## src/rtl/qq_pkg.sv

```systemverilog
// Shared types for the QuickQ host-side port.
package qq_pkg;

  localparam int unsigned KEY_W = 8;

  typedef logic [KEY_W-1:0] key_t;

  typedef enum logic [1:0] {
    IDLE     = 2'd0,
    ENQ_WAIT = 2'd1,
    DEQ_WAIT = 2'd2,
    ERR      = 2'd3
  } qq_host_state_t;

endpackage

```

## src/rtl/qq_out_buf.sv

```systemverilog
// Two-entry FIFO holding dequeued keys until the consumer takes them.
module qq_out_buf #(
  parameter int unsigned W = 8
) (
  input  logic         clk,
  input  logic         rst,
  input  logic         wr,
  input  logic [W-1:0] wr_data,
  input  logic         rd,
  output logic [W-1:0] rd_data,
  output logic         valid,
  output logic [1:0]   count
);

  logic [W-1:0] mem [2];
  logic         wr_ptr;
  logic         rd_ptr;
  logic         do_wr;
  logic         do_rd;

  // Qualify read/write against occupancy; a write into a full buffer is legal only alongside a read.
  always_comb begin
    do_rd = rd && (count != 2'd0);
    do_wr = wr && ((count != 2'd2) || do_rd);
  end

  // Storage, pointers and entry count.
  always_ff @(posedge clk or posedge rst) begin
    if (rst) begin
      mem[0] <= '0;
      mem[1] <= '0;
      wr_ptr <= 1'b0;
      rd_ptr <= 1'b0;
      count  <= 2'd0;
    end else begin
      if (do_wr) begin
        mem[wr_ptr] <= wr_data;
        wr_ptr      <= ~wr_ptr;
      end
      if (do_rd) begin
        rd_ptr <= ~rd_ptr;
      end
      case ({do_wr, do_rd})
        2'b10:   count <= count + 2'd1;
        2'b01:   count <= count - 2'd1;
        default: count <= count;
      endcase
    end
  end

  assign rd_data = mem[rd_ptr];
  assign valid   = (count != 2'd0);

endmodule

```

## src/rtl/qq_host_port.sv

```systemverilog
// Initiator-side port for the QuickQ sorted queue: arbitrates push/pop streams
// into held enq/deq requests, buffers dequeued keys and watches for protocol faults.
module qq_host_port
  import qq_pkg::*;
#(
  parameter int unsigned W       = 8,
  parameter int unsigned D       = 4,
  parameter int unsigned TO_CYC  = 16,
  parameter int unsigned DEQ_PRI = 0
) (
  input  logic                   clk,
  input  logic                   rst,
  input  logic                   push_valid,
  input  logic [W-1:0]           push_data,
  output logic                   push_ready,
  input  logic                   pop_valid,
  output logic                   pop_ready,
  output logic                   out_valid,
  output logic [W-1:0]           out_data,
  input  logic                   out_ready,
  output logic                   qq_enq,
  output logic                   qq_deq,
  output logic [W-1:0]           qq_din,
  input  logic                   qq_enq_ack,
  input  logic                   qq_deq_ack,
  input  logic [W-1:0]           qq_dout,
  input  logic                   qq_full,
  input  logic                   qq_empty,
  output logic [$clog2(D+1)-1:0] occ,
  output logic                   timeout
);

  localparam int unsigned OCC_W = $clog2(D + 1);
  localparam int unsigned TMR_W = $clog2(TO_CYC + 1);

  qq_host_state_t state;
  logic [TMR_W-1:0] timer;
  logic             rr_pop;
  logic [1:0]       buf_count;
  logic             buf_wr;
  logic             buf_rd;
  logic             occ_full;
  logic             push_elig;
  logic             pop_elig;
  logic             tie;
  logic             pick_pop;
  logic             idle_err;
  logic             grant_push;
  logic             grant_pop;

  // Eligibility, arbitration and fault detection while idle.
  // Flag/count consistency is only judged in IDLE: during a WAIT the queue's
  // flags legitimately move one cycle ahead of the mirror count.
  always_comb begin
    occ_full   = (occ == OCC_W'(D));
    push_elig  = push_valid && !qq_full && !occ_full;
    pop_elig   = pop_valid && !qq_empty && (occ != '0) && (buf_count != 2'd2);
    tie        = push_elig && pop_elig;
    pick_pop   = (DEQ_PRI != 0) ? 1'b1 : rr_pop;
    idle_err   = qq_enq_ack || qq_deq_ack ||
                 (qq_full && !occ_full) || (qq_empty && (occ != '0));
    grant_push = (state == IDLE) && !idle_err && push_elig && !(tie && pick_pop);
    grant_pop  = (state == IDLE) && !idle_err && pop_elig && !(tie && !pick_pop);
    buf_wr     = (state == DEQ_WAIT) && qq_deq_ack && !qq_enq_ack;
    buf_rd     = out_valid && out_ready;
  end

  // Request FSM with wait timer, mirror occupancy and round-robin pointer.
  always_ff @(posedge clk or posedge rst) begin
    if (rst) begin
      state   <= IDLE;
      timer   <= '0;
      rr_pop  <= 1'b0;
      occ     <= '0;
      qq_din  <= '0;
      timeout <= 1'b0;
    end else begin
      case (state)
        IDLE: begin
          if (idle_err) begin
            timeout <= 1'b1;
            state   <= ERR;
          end else begin
            if (tie && (DEQ_PRI == 0)) begin
              rr_pop <= ~rr_pop;
            end
            if (grant_push) begin
              qq_din <= push_data;
              timer  <= '0;
              state  <= ENQ_WAIT;
            end else if (grant_pop) begin
              timer <= '0;
              state <= DEQ_WAIT;
            end
          end
        end
        ENQ_WAIT: begin
          if (qq_deq_ack) begin
            timeout <= 1'b1;
            state   <= ERR;
          end else if (qq_enq_ack) begin
            if (!occ_full) begin
              occ <= occ + OCC_W'(1);
            end
            state <= IDLE;
          end else if (timer == TMR_W'(TO_CYC - 1)) begin
            timeout <= 1'b1;
            state   <= ERR;
          end else begin
            timer <= timer + TMR_W'(1);
          end
        end
        DEQ_WAIT: begin
          if (qq_enq_ack) begin
            timeout <= 1'b1;
            state   <= ERR;
          end else if (qq_deq_ack) begin
            if (occ != '0) begin
              occ <= occ - OCC_W'(1);
            end
            state <= IDLE;
          end else if (timer == TMR_W'(TO_CYC - 1)) begin
            timeout <= 1'b1;
            state   <= ERR;
          end else begin
            timer <= timer + TMR_W'(1);
          end
        end
        default: begin
          state <= ERR;
        end
      endcase
    end
  end

  // Requests decode straight from the state register so reset drops them at once.
  assign qq_enq     = (state == ENQ_WAIT);
  assign qq_deq     = (state == DEQ_WAIT);
  assign push_ready = grant_push;
  assign pop_ready  = grant_pop;

  qq_out_buf #(
    .W (W)
  ) u_out_buf (
    .clk     (clk),
    .rst     (rst),
    .wr      (buf_wr),
    .wr_data (qq_dout),
    .rd      (buf_rd),
    .rd_data (out_data),
    .valid   (out_valid),
    .count   (buf_count)
  );

endmodule
```

## config.mk

```make
export PLATFORM = sky130hd
export DESIGN_NAME = qq_host_port
export DESIGN_NICKNAME = d
export VERILOG_FILES = /design/src/rtl/qq_pkg.sv /design/src/rtl/qq_out_buf.sv /design/src/rtl/qq_host_port.sv
export SDC_FILE = /design/constraint.sdc
export NUM_CORES = 1
export LEC_CHECK = 0
export BUFFER_PORTS_ARGS = -buffer_cell sky130_fd_sc_hd__buf_2
export CAP_MARGIN = 10
export CELL_PAD_IN_SITES_DETAIL_PLACEMENT = 0
export CELL_PAD_IN_SITES_GLOBAL_PLACEMENT = 2
export CORE_ASPECT_RATIO = 1.1
export CORE_MARGIN = 3
export CORE_UTILIZATION = 38
export CTS_BUF_LIST = sky130_fd_sc_hd__clkbuf_2
export DETAILED_ROUTE_END_ITERATION = 16
export GPL_ROUTABILITY_DRIVEN = 0
export PLACE_DENSITY = 0.93
export RECOVER_POWER = 25
export SYNTH_ARGS = -nofsm -noshare
export SYNTH_HDL_FRONTEND = slang
export SYNTH_SLANG_ARGS = --single-unit
```

## constraint.sdc

```tcl
create_clock -name clk -period 3.9 [get_ports clk]
set_input_delay 0.39 -clock clk [delete_from_list [all_inputs] [get_ports clk]]
set_output_delay 0.39 -clock clk [all_outputs]
set_load 0.05 [all_outputs]
```

* Word-level counts from Yosys, hierarchy flattened
Cells that the tools add are included.
** Cells by class
- Add/sub/neg operators :: 5
- $lt $le $gt $ge :: 3
- Equality and inequality tests :: 21
- Muxes and demuxes :: 39
- Bitwise gates (word level) :: 6
- Reductions and logical operators :: 44
** Operators with widths (count)
- $mux W5 :: 8
- $mux W8 :: 4
- $logic_and A1 B1 Y1 :: 21
- $mux W3 :: 6
- $bwmux W16 :: 1
- $mux W2 :: 8
- $ne A2 B2 Y1 const B :: 8
- $pmux W5 S3 :: 1
- $reduce_and A7 Y1 :: 2
- $demux W8 S1 :: 1
- $logic_not A1 Y1 :: 8
- $mux W1 :: 6
- $ne A2 B1 Y1 const B :: 3
- $ne A3 B3 Y1 const B :: 2
- $pmux W2 S3 :: 1
- $pmux W3 S2 :: 1
- $reduce_and A3 Y1 :: 2
- $reduce_bool A2 Y1 :: 3
- $reduce_bool A3 Y1 :: 2
- $add A5 B1 Y5 const B :: 1
- $eq A5 B4 Y1 const B :: 1
- $eq A2 B1 Y1 const B :: 2
- $eq A2 B2 Y1 const B :: 2
- $ge A2 B2 Y1 const B :: 2
- other kinds (15) :: 22
** Word-level totals
- Flip-flop bits (word level) :: 40
- Input port bits :: 25
- Output and inout port bits :: 25
- Word-level logic and storage cells :: 129

* Logic depth before layout (Yosys ltp)
- Depth in word-level cells :: 13
- Gate-level depth with buffers :: 8
- Mapped depth without buffers :: 8

* Hierarchy
A second synthesis with hierarchy kept.
** Second synthesis, totals
- Cells, all modules :: 193
- Area, all modules :: 2274.7 um2
** Modules (own cells, without submodules)
- qq_host_port :: times used 1, cells each 133, area an instance 1376.3 um2, seq. area each 500.5 um2
- qq_out_buf :: times used 1, cells each 60, area an instance 898.4 um2, seq. area each 500.5 um2

* Least setup slack after synthesis
Ideal clock, no wire load.
- Path type :: register to output
- Start :: register occ[2]
- End :: output pop_ready
- Arrival :: 2.101 ns
- Setup slack :: 1.409 ns
- Stages on the path, launching flop included :: 6
- Cell sequence :: dfrtp_1 -> buf_4 -> nor4b_2 -> o311a_1 -> nand3_1 -> nor2_1
** Between the ends
- Word-level cells in the longest chain between the ends :: 9
** Ends and longest elaborated chain
- start, declared :: RTL line qq_host_port.sv:29 : output logic [$clog2(D+1)-1:0] occ,
- start signal, assigned :: RTL line qq_host_port.sv:103 : occ <= occ + OCC_W'(1);
- start signal, assigned :: RTL line qq_host_port.sv:119 : occ <= occ - OCC_W'(1);
- $eq A3 B3 Y1 :: RTL line qq_host_port.sv:55 : occ_full = (occ == OCC_W'(D));
- $logic_not A1 Y1
- $logic_and A1 B1 Y1 :: RTL line qq_host_port.sv:61 : (qq_full && !occ_full) || (qq_empty && (occ != '0));
- $logic_or A1 B1 Y1 :: RTL line qq_host_port.sv:60 : idle_err = qq_enq_ack || qq_deq_ack ||
- $logic_or A1 B1 Y1 :: RTL line qq_host_port.sv:61
- $logic_not A1 Y1 :: RTL line qq_host_port.sv:63 : grant_pop = (state == IDLE) && !idle_err && pop_elig && !(tie && !pick_pop);
- $logic_and A1 B1 Y1 (2 in series) :: RTL line qq_host_port.sv:63
- $logic_and A1 B1 Y1 (*) :: RTL line qq_host_port.sv:63
- end, declared :: RTL line qq_host_port.sv:17 : output logic pop_ready,
Every way passes the cells marked *; elsewhere a longest branch is shown, timed or not.

* Worst setup path in the final report
- Start :: register occ[2]
- End :: output push_ready
** Between the ends
- Word-level cells in the longest chain between the ends :: 9
** Ends and longest elaborated chain
- $eq A3 B3 Y1 :: RTL line qq_host_port.sv:55
- $logic_not A1 Y1
- $logic_and A1 B1 Y1 :: RTL line qq_host_port.sv:61
- $logic_or A1 B1 Y1 :: RTL line qq_host_port.sv:60
- $logic_or A1 B1 Y1 :: RTL line qq_host_port.sv:61
- $logic_not A1 Y1 :: RTL line qq_host_port.sv:62 : grant_push = (state == IDLE) && !idle_err && push_elig && !(tie && pick_pop);
- $logic_and A1 B1 Y1 (2 in series) :: RTL line qq_host_port.sv:62
- $logic_and A1 B1 Y1 (*) :: RTL line qq_host_port.sv:62
- end, declared :: RTL line qq_host_port.sv:15 : output logic push_ready,
Marks and branches as above.

==> metrics <==
layout cells sized above 1=40.7%; routed len/inst=roughly 13 um; CP Data Required Time=approximately 3.5 ns; final slew viol count=between 40 and 50; Synth Area in Adders=around 5.0%; synthesized flop and latch total=40; crit path launch type=flop; Placed Cells incl. Taps=between 300 and 400; post-synthesis mux area share=17.2%; Yosys warnings=0; Rows=28; min cycle time layout=about 2.6 ns; Cell Pwr Density=roughly 900 nW/um2; Clk pin slew, worst setup/hold paths=0.21 ns; nets=~270; Seq/Total Area, Yosys=between 40% and 50%; Pre-antenna DRT Iters=4; leakage=0.00123 uW; Layout fillers=roughly 540; final hold vios=0; FF-to-FF setup slack=around 1.6 ns; Synth Area in Simple Gates=11.8%; failing checks=capacitance limit, slew limit; full die area=approximately 6600 um2; # IOs=50; overall routing resource usage=13.3%; first-pass GRT wire length=between 6 and 7 mm; Worst-Skew Late Latency=0.39 ns; Die Ht=between 80 and 90 um; Avg Cell Area, Syn=11.5 um2; RSZ-0062 raised after global routing=false; largest net degree at the start of global routing=just over 40; vias in the first global route=around 1500; Resize count post-CTS=0; worst hold stages=2; WL final=4.17 mm; overall die width=77.8 um; total global routing overflow=0; Setup TNS Final=0 ns; root buf cell=clkbuf_2; via count=roughly 1500; Max Root-Sink Buffers=2; Post-CTS Setup Inserts=0; post-route antenna net violation count=0; CTS tree=yes; syn_nets=approximately 220; total core area=roughly 5400 um2; fin crit share=between 60% and 70%; Synth Area in XOR/XNOR=under 10%; Peak Freq=slightly below 400 MHz; drt drc=0; H-tree depth=2; Slew Limit Headroom=-44.3%; Synth Flop Type=dfrtp_1; Post-DP HPWL=just over 3 mm; worst setup path class=flop to output port; WP data arrival=approximately 2.2 ns; Reg area=roughly 1000 um2; Final Skew=0.0112 ns; Worst-Margin Slew=about 2.2 ns; Antenna Diode Count=0; status=complete, but fails checks; Setup Viol. Count Final=0; FF-to-FF path depth=8; post-synthesis compound-gate area fraction=12.3%; post-route cell area=approximately 2500 um2; commonest non-fill, non-tap cell in the layout=buf_2; input/output buffers=49; clock sink total=40; 1st-iter DRT viols=around 70; Yosys cell types=45; main combinational cell family by area after synthesis=multiplexers; Tightest Hold Check Type=primary input to flop; VDD IR max=0.420 mV; fraction of registers with async set/reset=100%; max-cap viol count=1; EDFF count, synth=0; final std cells w/o fill=roughly 320; area of the multi-input gates=around 1100 um2; commonest non-fill, non-tap cells in the layout=buf_2, dfrtp_1, mux2_2, nor2_1, inv_1; Post-CTS Hold Buffers=0; initial antenna violation count=0; Post-Synthesis Cells=around 190; Initial Util=between 30% and 40%; cell area after synthesis=around 2200 um2; critical path fanouts, max=10; crit path capture type=output port; vias per cell=about 4.9; Area Growth Syn to Fin=16.8%; placed cell area=2480 um2; Num CTS Buffers=5
[report_power, final]
| group | internal [uW] | total (uW) | switching [uW] | leakage [uW] |
|---|---|---|---|---|
| combinational | 488 | 1340 | 854 | 0.000706 |
| clock | 43.5 | 184 | 140 | 0.0000327 |
| sequential | 594 | 742 | 148 | 0.000493 |
| total | 1130 | 2270 | 1140 | 0.00123 |
[layout make-up]
type	count	area share, %
Timing Repair Buffer	51	10.2
Clock inverter	3	0.745
Tap cell	75	3.72
Sequential cell	40	39.7
Inverter	13	1.94
Clock buffer	5	0.993
Multi-Input combinational cell	129	42.7
[Yosys cell counts (all sizes together), types with 3 or more instances]
library cell  number  area [um2]
a21oi              5        25.0
and3               3        18.8
buf                3        20.0
clkbuf             3        11.3
dfrtp             40        1000
ha                 7        87.6
inv               13        48.8
mux2              32         360
nand2              5        18.8
nand2b             3        18.8
nor2              16        65.1
nor2b              4        25.0
nor3b              3        22.5
o21ai             10        50.0
o31ai              3        41.3
or2                3        18.8
xnor2              5        43.8
xor2               4        35.0
[per-layer routing]
| metal | up-vias | share of wire, % | GRT usage, % |
|---|---|---|---|
| li1 | 779 | - | - |
| met1 | 726 | 49 | 17.1 |
| met2 | 35 | 45 | 21.5 |
| met3 | 7 | 4.5 | 3.40 |
| met4 | 0 | 1.6 | 4.85 |
| met5 | - | 0 | 0 |
[final timing paths]
path | from | to
worst max-delay path | occ[2] | push_ready
worst min-delay path | qq_dout[1] | u_out_buf.mem[1]
worst max register to register | timer[0] | timer[3]
worst min register to register | u_out_buf.count[1] | u_out_buf.count[1]
max in group asynchronous | rst | timer[0]
min in group asynchronous | rst | u_out_buf.mem[14]
[sequential cells by signal, summed over array words and instances, names as in the netlist]
name	count
qq_din	8
u_out_buf.rd_ptr	1
occ	3
u_out_buf.mem	16
timer	5
state	2
timeout	1
u_out_buf.count	2
u_out_buf.wr_ptr	1
pick_pop	1
[cells by family after synthesis]
logic type | after synthesis
AOI/OAI and AO/OA | 35
DFF | 40
xor gates and xnor gates | 9
muxes | 33
adders and majority gates | 8
buffers and inverters | 19
and+or+nand+nor | 44
[worst max-delay path, stage by stage, from the launching register on]
cell	delay, ns
dfrtp_1	0.54
nor4b_2	0.35
o31ai_2	0.16
nor4b_2	0.26
buf_4	0.22
buf_2	0.28
[stage by stage]
| stage | setup WS [ns] | utilization [%] | hold slack, ns | total power (uW) |
|---|---|---|---|---|
| finish | 1.32 | 46.4 | 0.207 | 2270 |
| global route | 1.10 | 46.4 | 0.142 | 2440 |
| CTS | 1.26 | 46.5 | 0.0690 | 2290 |
| detailed placement | 1.62 | 45.7 | 0.448 | 2100 |
| global placement | 1.70 | 45.7 | 0.455 | 2090 |
| floorplan | 1.41 | - | 0.456 | 1840 |
(Power assumes the default switching activity.)
